**config.mk**
```make
export PLATFORM = sky130hd
export DESIGN_NAME = mips_muldiv_unit
export DESIGN_NICKNAME = d
export VERILOG_FILES = /design/src/rtl/mips_muldiv_unit.sv
export SDC_FILE = /design/constraint.sdc
export NUM_CORES = 1
export LEC_CHECK = 0
export BUFFER_PORTS_ARGS = -buffer_cell sky130_fd_sc_hd__buf_4
export CORE_UTILIZATION = 40
export DETAILED_ROUTE_END_ITERATION = 7
export PLACE_DENSITY = 0.66
export SYNTH_ARGS = -nofsm -noshare
export SYNTH_HDL_FRONTEND = slang
export SYNTH_SLANG_ARGS = --single-unit
export TNS_END_PERCENT = 50
```
**constraint.sdc**
```tcl
create_clock -name clk -period 11.24 [get_ports clk]
set_input_delay 3.372 -clock clk [delete_from_list [all_inputs] [get_ports clk]]
set_output_delay 3.372 -clock clk [all_outputs]
set_load 0.03 [all_outputs]
```
**src/rtl/mips_muldiv_unit.sv**
```systemverilog
// mips_muldiv_unit: iterative HI/LO multiply/divide unit (WIDTH+1 edges per op).
// MIPS_MULDIV_DIV_EN builds the restoring divider; without it DIV/DIVU only time out.
module mips_muldiv_unit #(
  parameter int WIDTH = 32
) (
  input  logic             clk,
  input  logic             reset,
  input  logic             clock_enable,
  input  logic             start,
  input  logic [1:0]       op,
  input  logic [WIDTH-1:0] op_a,
  input  logic [WIDTH-1:0] op_b,
  input  logic             mthi,
  input  logic             mtlo,
  output logic             busy,
  output logic             done,
  output logic [WIDTH-1:0] hi,
  output logic [WIDTH-1:0] lo
);
  localparam int CW = $clog2(WIDTH + 1);
  typedef enum logic [1:0] {S_IDLE, S_RUN, S_FINISH} state_t;
  state_t r_state, w_next;
  logic [CW-1:0] r_cnt;
  logic [2*WIDTH-1:0] r_acc, w_step, w_mstep, w_prod;
  logic [WIDTH-1:0] r_opnd, r_hi, r_lo, w_hi, w_lo, w_a_mag, w_b_mag;
  logic [WIDTH:0] w_madd;
  logic r_div, r_neg_q, r_done, w_accept, w_sa, w_sb;
`ifdef MIPS_MULDIV_DIV_EN
  logic r_neg_r, r_dz;
  logic [WIDTH:0] w_shift, w_diff;
  logic [2*WIDTH-1:0] w_dstep;
`endif
  assign w_accept = start & (r_state == S_IDLE);
  assign w_sa = ~op[0] & op_a[WIDTH-1];
  assign w_sb = ~op[0] & op_b[WIDTH-1];
  assign w_a_mag = w_sa ? -op_a : op_a;
  assign w_b_mag = w_sb ? -op_b : op_b;
  // Multiply: acc = {partial product, multiplier}; opnd holds the multiplicand.
  assign w_madd = {1'b0, r_acc[2*WIDTH-1:WIDTH]} + (r_acc[0] ? {1'b0, r_opnd} : '0);
  assign w_mstep = {w_madd, r_acc[WIDTH-1:1]};
  assign w_prod = r_neg_q ? -r_acc : r_acc;
`ifdef MIPS_MULDIV_DIV_EN
  // Divide: acc = {remainder, dividend/quotient}; opnd holds the divisor.
  assign w_shift = {r_acc[2*WIDTH-1:WIDTH], r_acc[WIDTH-1]};
  assign w_diff = w_shift - {1'b0, r_opnd};
  assign w_dstep = w_diff[WIDTH] ? {w_shift[WIDTH-1:0], r_acc[WIDTH-2:0], 1'b0}
                                 : {w_diff[WIDTH-1:0], r_acc[WIDTH-2:0], 1'b1};
  assign w_step = r_div ? w_dstep : w_mstep;
  // Divide by zero leaves |a| in the remainder, so re-signing it restores op_a.
  assign w_hi = r_div ? (r_neg_r ? -r_acc[2*WIDTH-1:WIDTH] : r_acc[2*WIDTH-1:WIDTH])
                      : w_prod[2*WIDTH-1:WIDTH];
  assign w_lo = r_div ? (r_dz ? '1 : r_neg_q ? -r_acc[WIDTH-1:0] : r_acc[WIDTH-1:0])
                      : w_prod[WIDTH-1:0];
`else
  assign w_step = w_mstep;
  assign w_hi = r_div ? r_hi : w_prod[2*WIDTH-1:WIDTH];
  assign w_lo = r_div ? r_lo : w_prod[WIDTH-1:0];
`endif
  always_comb begin
    w_next = r_state;
    w_next = (r_state == S_IDLE) ? (w_accept ? S_RUN : S_IDLE) :
             (r_state == S_RUN)  ? ((r_cnt == CW'(WIDTH - 1)) ? S_FINISH : S_RUN) : S_IDLE;
  end
  always_ff @(posedge clk or posedge reset) begin
    if (reset) begin
      r_state <= S_IDLE;
      r_cnt   <= '0;
      r_acc   <= '0;
      r_opnd  <= '0;
      r_hi    <= '0;
      r_lo    <= '0;
      r_div   <= 1'b0;
      r_neg_q <= 1'b0;
      r_done  <= 1'b0;
`ifdef MIPS_MULDIV_DIV_EN
      r_neg_r <= 1'b0;
      r_dz    <= 1'b0;
`endif
    end else if (clock_enable) begin
      r_state <= w_next;
      r_done  <= (r_state == S_FINISH);
      if (w_accept) begin
        r_div   <= op[1];
        r_neg_q <= w_sa ^ w_sb;
        r_cnt   <= '0;
        r_opnd  <= op[1] ? w_b_mag : w_a_mag;
        r_acc   <= {{WIDTH{1'b0}}, op[1] ? w_a_mag : w_b_mag};
`ifdef MIPS_MULDIV_DIV_EN
        r_neg_r <= w_sa;
        r_dz    <= (op_b == '0);
`endif
      end else if (r_state == S_RUN) begin
        r_cnt <= r_cnt + CW'(1);
        r_acc <= w_step;
      end
      if (r_state == S_FINISH) begin
        r_hi <= w_hi;
        r_lo <= w_lo;
      end else if (r_state == S_IDLE && !start) begin
        if (mthi) r_hi <= op_a;
        if (mtlo) r_lo <= op_a;
      end
    end
  end
  assign busy = (r_state != S_IDLE);
  assign done = r_done;
  assign hi = r_hi;
  assign lo = r_lo;
endmodule
```
==> metrics.txt <==
Pwr per Cell Area=240 nW/um^2; Core Util, Final=47.2%; Commonest cells post-synth=186 x nand2_1, 171 x dfrtp_1, 167 x nor2_1; min cycle time layout=5610 ps; vias in the first global route=10,665; number of synthesized flops with an enable pin=0; Final #Nets=1,690; Post-Synth Adder-Cell Area=3.89%; Final Cell Area=14,000 um^2; CP startpoint kind=input port; Synth top area share=35.4%; CP top delay family=simple AND/OR/NAND/NOR gates; clock sinks=171; Compound-Gate Fraction of Synth Area=24.5%; DR vias=11,791; # DRC=0; Layout Skew=16.5 ps; Post-Syn Nets=1,613; Die Ht=176 um; leakage power=5.97 nW; Initial Util=40.7%; Final Max Slew Viols=0; RSZ-0062 raised after global routing=no; Clock Pin Slew Worst Setup and Hold Paths=70 ps; core area=29,700 um^2; initial antenna violation count=0; CP Cell Sequence=buf_4, or4_1, nor3_1, nand4_1, o41ai_1, xor2_1, nor2_1, a21oi_1, o21ai_0; synthesized flop and latch total=171; crit end category=register; post-synthesis async set-or-reset flop share=100%; Max Cap Viol=0; Worst Path Arrival=5930 ps; Slew @ Worst Pin=1100 ps; Top FF cell, synth=dfrtp_1; slew margin rel.=25.8%; Synth Area in Simple Gates=20.4%; Hold-fix buffers, CTS=0; Final HPWL DP=31,600 um; synth top area cells=dfrtp_1 35%, o21ai_0 6.4%, xor2_1 6.1%; Avg Vias per Cell=5.94; largest family of logic cells by synthesized area=compound AO/OA/AOI/OAI gates; Netlist cell types=61; WL/cell=20.9 um; initial drt markers=1,401; TritonCTS clock tree=built; count of warnings emitted by yosys=0; Post-Synth XOR/XNOR Area=10.9%; root buf cell=clkbuf_16; DR pass1 iterations=6; H-tree depth=4; Port Buffers=137; cts repair resizes=0; WP data required=11,560 ps; post-CTS setup buffer count=0; CP max FO=8; critical path's slowest cell=nor3_1; Worst Path Buf+Inv=1; Placed Area=13,400 um^2; cell taking the most area after synthesis=dfrtp_1; mux cell area share after synthesis=1.53%; Fin. Hold Viols=0; gpl congestion=0.982; largest net degree at the start of global routing=104; share of cells above drive strength 1=13.3%; TritonCTS buffer count=17; post-layout worst setup margin=5630 ps; chip width=176 um; WHS=480 ps; die area=30,900 um^2; final setup vio count=0; Largest stage delay, worst path=630 ps; first-pass GRT wire length=63,000 um; clk buf depth=2; fmax=178 MHz; top-count cell post-synth=nand2_1; mapped cell area=12,100 um^2; detailed-route wire length=41,400 um; Place WS=5240 ps; sequential fraction of the synthesis area=35.4%; IO Count=138; WS Path Type=input port to register; Fill cells=2,952; Peak VDD IR=0.106 mV; FP Rows=63; total track usage=27.0%; Synth Instances=1,504; gr ovfl total=0; post-route ant nets=0; Final period util=49.9%; outcome=complete, no violations; class of the worst hold path=register to register; Mapped Avg Cell Area=8.04 um^2; area growth from synthesis to layout=16.0%; Clk Latency, worst-skew pair=460 ps; setup TNS=0 ps
-- cell type report --
type	count	area (um^2)	share of cell area, %
Clock inverter	15	200	1.43
Antenna cell	1	2.50	0.0178
Tap cell	390	488	3.48
Inverter	19	76.3	0.544
Timing Repair Buffer	150	1130	8.03
Multi-Input combinational cell	1222	7430	53.0
Clock buffer	17	425	3.03
Sequential cell	171	4280	30.5
-- power breakdown --
| part | switching, mW | internal, mW |
|---|---|---|
| Sequential | 0.382 | 0.860 |
| Clock | 0.308 | 0.324 |
| Combinational | 0.893 | 0.603 |
-- registers in the layout (all words and copies together), names as in the netlist --
register,cells
r_cnt,6
hi,32
r_acc,64
r_state,2
r_neg_q,1
lo,32
r_opnd,32
done,1
r_div,1
-- per-stage QoR --
stage	instances	power [mW]
finish	1985	3.37
global route	1984	3.57
CTS	1984	3.35
detailed placement	1952	2.72
global placement	1952	2.69
floorplan	1504	2.16
-- routing by layer --
metal	vias to the layer above	global-route usage [%]	routed length (um)
met5	-	0	0
met4	0	8.51	973
met3	52	6.28	4120
met2	583	38.9	17400
met1	5626	39.4	19000
li1	5530	-	-
-- layout by cell type (no fill, tap or decap), types with 20 or more instances in the layout --
cell type  count
a21oi_1      133
and2_1        33
buf_4        150
dfrtp_1      170
ha_1          36
nand2_1      185
nor2_1       165
nor3_1        20
o21ai_0      154
o31ai_1       54
xnor2_1       66
xor2_1        84
-- final timing paths --
kind / slack [ps] / end / startpoint / cells after the start
setup / recovery: 5630 / r_acc[27] / op_b[11] / 9
hold / removal: 480 / r_opnd[27] / r_opnd[27] / 2
setup reg to reg: 6930 / r_acc[62] / r_acc[0] / 10
hold reg to reg: 480 / r_opnd[27] / r_opnd[27] / 2
max in group asynchronous: 6690 / hi[28] / reset / 3
min in group asynchronous: 3100 / lo[5] / reset / 2
-- kinds of logic (layout without fill, tap and decap cells) --
| kind of cell | count (synthesis) | after routing |
|---|---|---|
| AOI/OAI and AO/OA | 485 | 485 |
| xor gates and xnor gates | 150 | 150 |
| adders and majority gates | 37 | 37 |
| buffers and inverters | 111 | 201 |
| DFF | 171 | 171 |
| muxes | 18 | 18 |
| other | 0 | 1 |
| and+or+nand+nor | 532 | 532 |
-- worst register-to-register path, stage by stage, from the launching register on --
cell and delay, ps:
dfrtp_1 1050, and2_1 330, ha_1 310, a21oi_1 390, o211ai_1 190, a31o_2 280
o31ai_1 570, o31a_1 300, o311ai_0 340, a211o_1 380, o211ai_1 90
Note: power is estimated with default switching activity, not from simulation.
